==> src/rtl/wb_sdrc_arbiter.sv <==
// Round-robin arbiter for the SDRAM controller Wishbone port: whole cycles, one grant-cycle latency, combinational ack path.
// Masters wait on ack (no preemption, grants held off until sdr_init_done); WB_ARB_TIMEOUT_EN adds a no-ack abort with mN_wb_err_o.
module wb_sdrc_arbiter #(
   parameter int dw      = 32,
   parameter int APP_AW  = 26,
   parameter int TIMEOUT = 256
) (
   input  logic                sys_clk,
   input  logic                wb_rst_i,
   input  logic                sdr_init_done,
   input  logic                m0_wb_cyc_i,
   input  logic                m0_wb_stb_i,
   input  logic                m0_wb_we_i,
   input  logic [APP_AW-1:0]   m0_wb_addr_i,
   input  logic [dw-1:0]       m0_wb_dat_i,
   input  logic [dw/8-1:0]     m0_wb_sel_i,
   input  logic [2:0]          m0_wb_cti_i,
   output logic                m0_wb_ack_o,
   output logic [dw-1:0]       m0_wb_dat_o,
   output logic                m0_wb_err_o,
   input  logic                m1_wb_cyc_i,
   input  logic                m1_wb_stb_i,
   input  logic                m1_wb_we_i,
   input  logic [APP_AW-1:0]   m1_wb_addr_i,
   input  logic [dw-1:0]       m1_wb_dat_i,
   input  logic [dw/8-1:0]     m1_wb_sel_i,
   input  logic [2:0]          m1_wb_cti_i,
   output logic                m1_wb_ack_o,
   output logic [dw-1:0]       m1_wb_dat_o,
   output logic                m1_wb_err_o,
   output logic                wb_cyc_o,
   output logic                wb_stb_o,
   output logic                wb_we_o,
   output logic [APP_AW-1:0]   wb_addr_o,
   output logic [dw-1:0]       wb_dat_o,
   output logic [dw/8-1:0]     wb_sel_o,
   output logic [2:0]          wb_cti_o,
   input  logic                wb_ack_i,
   input  logic [dw-1:0]       wb_dat_i,
   output logic [1:0]          arb_grant
);

   typedef enum logic [1:0] {
      IDLE = 2'd0,
      GNT0 = 2'd1,
`ifdef WB_ARB_TIMEOUT_EN
      GNT1 = 2'd2,
      ABORT = 2'd3
`else
      GNT1 = 2'd2
`endif
   } state_t;

   state_t state_q, state_d;
   logic   last_q, last_d;

`ifdef WB_ARB_TIMEOUT_EN
   localparam int CW = $clog2(TIMEOUT) + 1;
   logic [CW-1:0] cnt_q, cnt_d;
   logic          owner_stb;
   logic          timeout;

   // Stall detection uses raw master strobes to keep the path independent of the output mux.
   always_comb begin
      owner_stb = 1'b0;
      if (state_q == GNT0) owner_stb = m0_wb_stb_i;
      if (state_q == GNT1) owner_stb = m1_wb_stb_i;
      timeout = owner_stb && !wb_ack_i && (cnt_q == CW'(TIMEOUT - 1));
   end

   always_comb begin
      cnt_d = cnt_q;
      if ((state_q != GNT0 && state_q != GNT1) || state_d != state_q || wb_ack_i)
         cnt_d = '0;
      else if (owner_stb)
         cnt_d = cnt_q + 1'b1;
   end

   always_ff @(posedge sys_clk or posedge wb_rst_i) begin
      if (wb_rst_i) cnt_q <= '0;
      else          cnt_q <= cnt_d;
   end
`endif

   always_ff @(posedge sys_clk or posedge wb_rst_i) begin
      if (wb_rst_i) begin
         state_q <= IDLE;
         last_q  <= 1'b1;
      end else begin
         state_q <= state_d;
         last_q  <= last_d;
      end
   end

   always_comb begin
      state_d = state_q;
      last_d  = last_q;
      case (state_q)
         IDLE: begin
            if (sdr_init_done) begin
               if (m0_wb_cyc_i && (!m1_wb_cyc_i || last_q)) state_d = GNT0;
               else if (m1_wb_cyc_i)                       state_d = GNT1;
            end
         end
         GNT0: begin
`ifdef WB_ARB_TIMEOUT_EN
            if (timeout) state_d = ABORT;
            else
`endif
            if (!m0_wb_cyc_i) state_d = (m1_wb_cyc_i && sdr_init_done) ? GNT1 : IDLE;
         end
         GNT1: begin
`ifdef WB_ARB_TIMEOUT_EN
            if (timeout) state_d = ABORT;
            else
`endif
            if (!m1_wb_cyc_i) state_d = (m0_wb_cyc_i && sdr_init_done) ? GNT0 : IDLE;
         end
`ifdef WB_ARB_TIMEOUT_EN
         // last_q still names the aborted owner; wait for it to close its cycle.
         ABORT: begin
            if (!(last_q ? m1_wb_cyc_i : m0_wb_cyc_i)) state_d = IDLE;
         end
`endif
         default: state_d = IDLE;
      endcase
      if (state_d == GNT0 && state_q != GNT0) last_d = 1'b0;
      if (state_d == GNT1 && state_q != GNT1) last_d = 1'b1;
   end

   always_comb begin
      wb_cyc_o    = 1'b0;
      wb_stb_o    = 1'b0;
      wb_we_o     = 1'b0;
      wb_addr_o   = '0;
      wb_dat_o    = '0;
      wb_sel_o    = '0;
      wb_cti_o    = 3'b000;
      m0_wb_ack_o = 1'b0;
      m0_wb_dat_o = '0;
      m0_wb_err_o = 1'b0;
      m1_wb_ack_o = 1'b0;
      m1_wb_dat_o = '0;
      m1_wb_err_o = 1'b0;
      arb_grant   = 2'b00;
      case (state_q)
         GNT0: begin
            wb_cyc_o    = m0_wb_cyc_i;
            wb_stb_o    = m0_wb_stb_i;
            wb_we_o     = m0_wb_we_i;
            wb_addr_o   = m0_wb_addr_i;
            wb_dat_o    = m0_wb_dat_i;
            wb_sel_o    = m0_wb_sel_i;
            wb_cti_o    = m0_wb_cti_i;
            m0_wb_ack_o = wb_ack_i;
            m0_wb_dat_o = wb_dat_i;
`ifdef WB_ARB_TIMEOUT_EN
            m0_wb_err_o = timeout;
`endif
            arb_grant   = 2'b01;
         end
         GNT1: begin
            wb_cyc_o    = m1_wb_cyc_i;
            wb_stb_o    = m1_wb_stb_i;
            wb_we_o     = m1_wb_we_i;
            wb_addr_o   = m1_wb_addr_i;
            wb_dat_o    = m1_wb_dat_i;
            wb_sel_o    = m1_wb_sel_i;
            wb_cti_o    = m1_wb_cti_i;
            m1_wb_ack_o = wb_ack_i;
            m1_wb_dat_o = wb_dat_i;
`ifdef WB_ARB_TIMEOUT_EN
            m1_wb_err_o = timeout;
`endif
            arb_grant   = 2'b10;
         end
         default: ;
      endcase
   end

endmodule

==> config.mk <==
export PLATFORM = sky130hd
export DESIGN_NAME = wb_sdrc_arbiter
export DESIGN_NICKNAME = d
export VERILOG_FILES = /design/src/rtl/wb_sdrc_arbiter.sv
export SDC_FILE = /design/constraint.sdc
export NUM_CORES = 1
export LEC_CHECK = 0
export BUFFER_PORTS_ARGS = -buffer_cell sky130_fd_sc_hd__buf_2
export CAP_MARGIN = 20
export CORE_AREA = 3 3 121 123
export CTS_CLUSTER_DIAMETER = 60
export DETAILED_ROUTE_END_ITERATION = 8
export DIE_AREA = 0 0 124 126
export GPL_ROUTABILITY_DRIVEN = 0
export SKIP_CTS_REPAIR_TIMING = 1
export SYNTH_ARGS = -nofsm -noshare
export SYNTH_HDL_FRONTEND = slang
export SYNTH_SLANG_ARGS = --single-unit
==> constraint.sdc <==
create_clock -name sys_clk -period 3.2 [get_ports sys_clk]
set_clock_uncertainty 0.05 [all_clocks]
set_input_delay 0.16 -clock sys_clk [delete_from_list [all_inputs] [get_ports sys_clk]]
set_output_delay 0.16 -clock sys_clk [all_outputs]
set_load 0.01 [all_outputs]
==> results.toml <==
[timing]
finalHoldViolCount = 0
worst_slew_pin_slew_ns = 0.5360
period_needed_ns = 2.299
slew_viol_final = 0
timing.hold.ws_ns = 0.2756
setup_tns_ns = 0
rsz0062_at_grt = "false"
fmax_mhz = 434.9
slew_headroom = 0.6426
final-setup-viol-count = 0
period_share = 0.7186

[grt]
grt_max_degree = 59
grt_use_total = 0.1115
overflow = 0
grt_pass1_vias = 2829
grt_pass1_wl_um = 14150
antenna_found_initial = 0

[worst_setup_path]
worstSetupStartpoint = "state_q[0]"
r2r_setup_slack_ns = 1.15
r2r_end = "last_q"
cp_cell_sequence = "inv_1, ha_4, buf_12, a22oi_1, nor2b_1, buf_2"
cp.buffers_inverters = 3
worstPathMaxFanout = 58
rr_startpoint = "state_q[0]"
crit_slowest_cell = "ha_4"
required_ns = 2.99
reg2reg_depth = 6
path_class = "register to primary output"
startpoint_type = "register"
critical-path-top-delay-family = "buffers and inverters"
slowest_delay_ns = 0.51
worstSetupPathDepth = 6
critPathArrivalTime_ns = 2.09
end_kind = "primary output"

[pwr]
max-vdd-ir-drop_mv = 0.2330
p_leak_nw = 2.005
powerDensity_nw_per_um2 = 724.6
p_total_w = 0.002594

[cts]
clk_latency_ns = 0.22
htreeDepth = 1
cts_buffers = 3
clk_pin_slew_ns = 0.03
cts_tree = "done"
clock_path_buffers = 2
cts.sinks = 3
cts_root_buffer = "clkbuf_16"

[min_path]
min_to = "state_q[1]"
hold_depth = 3
hold_class = "input port to register"
hp-start = "sdr_init_done"

[synth]
synth-seq-cells = 3
netlist_area_um2 = 1769
synth_edf_count = 0
async_flop_share = 1.000
ys_seq_area_frac = 0.04314
syn_avg_cell_area_um2 = 6.651
ys_warn_count = 0
synth_flop_cell = "dfrtp_1"
netlist_instances = 266
synth_cell_types = 24

[detailed_routing]
detail-route-antenna-nets = 0
drt_wl_total_um = 10060
avgViaCountPerCell = 4.138
wl_per_cell_um = 13.74
dr.pass1.iters = 4
via_count = 3029
drcViolationCount = 0
drt_iter0_drc = 118

[finish]
layout-drive-gt1-share = 0.5797
finalNonFillerCells = 732
n_antenna_cell = 0
finalNetCount = 730
areaGrowthSynthToFinish_pct = 102.3

[status]
status = "complete, no violations"

[die]
ios = 310
core_um2 = 13770
dieArea_um2 = 15620
initial_core_util = 0.1285
die_h_um = 126
rows = 43
die_width_um = 124

[placed_design]
dp.cells = 727
io_buffers = 307
dpl.hpwl_um = 8321

[flow_run]
drv.max_cap_violation_count = 0
==> worst max-delay path by stage <==
stage	slack (ns)	end
finish	0.90	wb_dat_o[24]
global route	0.71	wb_dat_o[16]
CTS	0.89	wb_cyc_o
detailed placement	1.13	wb_cyc_o
global placement	1.15	wb_dat_o[16]
floorplan	1.49	wb_addr_o[0]
==> tightest hold or removal path, stage by stage <==
cell and delay, ns:
buf_2 0.12, nand4_1 0.11, a31oi_2 0.11
==> kinds of logic after synthesis <==
group                      synth area share
AOI/OAI and AO/OA                    0.3253
adders and majority gates           0.03536
buffers and inverters               0.08911
DFF                                 0.04314
other                              0.002120
and+or+nand+nor                      0.5050
==> where the power goes <==
group	internal, W	switching, W	total (W)	leakage, nW
sequential	0.0000621	0.0000287	0.0000908	0.0364
clock	0.000164	0.0000327	0.000197	0.0382
combinational	0.00107	0.00124	0.00231	1.93
total	0.00130	0.00130	0.00259	2.00
==> state kept, by name, summed over array words and instances, names as in the netlist <==
signal and cells:
last_q 1, state_q 2
==> cell type report <==
type / count / area [um2]
Tap cell: 180 / 225.2
Timing Repair Buffer: 312 / 1614
Fill cell: 1587 / 10190
Sequential cell: 3 / 76.32
Multi-Input combinational cell: 228 / 1567
Clock buffer: 4 / 78.83
Inverter: 5 / 18.77
==> metal layers <==
metal	vias up	part of all wire	GRT usage
met5	-	0	0
met4	0	0.0095	0.01869
met3	6	0.089	0.01931
met2	177	0.49	0.2011
met1	1356	0.41	0.1391
li1	1490	-	-
==> per-stage QoR <==
stage | cell area [um2] | setup WS [ns] | utilization
2_1_floorplan | 1773 | 1.488 | -
3_3_place_gp | 3491 | 1.151 | 0.2535
5_1_grt | 3580 | 0.7123 | 0.2599
6_report | 3580 | 0.9005 | 0.2599
4_1_cts | 3570 | 0.8890 | 0.2592
3_5_place_dp | 3491 | 1.130 | 0.2535
==> Yosys cell counts, types with 3 or more instances <==
cell      number  area [um2]
nand2_1        3       11.26
clkbuf_1      16       60.06
a21oi_1        3       15.01
and2_1        67       419.2
nor2b_1       68       425.4
ha_1           5       62.56
a22oi_1       68       510.5
inv_1          5       18.77
buf_2         12       60.06
==> cell usage in the layout (no fill, tap or decap) <==
cell           count
a21oi_1            3
a22oi_1           68
a31oi_1            1
a31oi_2            2
a41oi_1            1
and2_1            67
and3_1             1
and3b_1            1
buf_12             3
buf_2            307
buf_4              1
clkbuf_1           1
clkbuf_16          3
conb_1             2
dfrtp_1            2
dfstp_2            1
dlygate4sd3_1      1
ha_1               2
ha_2               1
ha_4               2
inv_1              5
nand2_1            3
nand2b_1           1
nand4_1            1
nor2_1             1
nor2b_1           68
o21ai_1            2
or3_1              1
No activity file was read; power rests on OpenSTA's default activity.
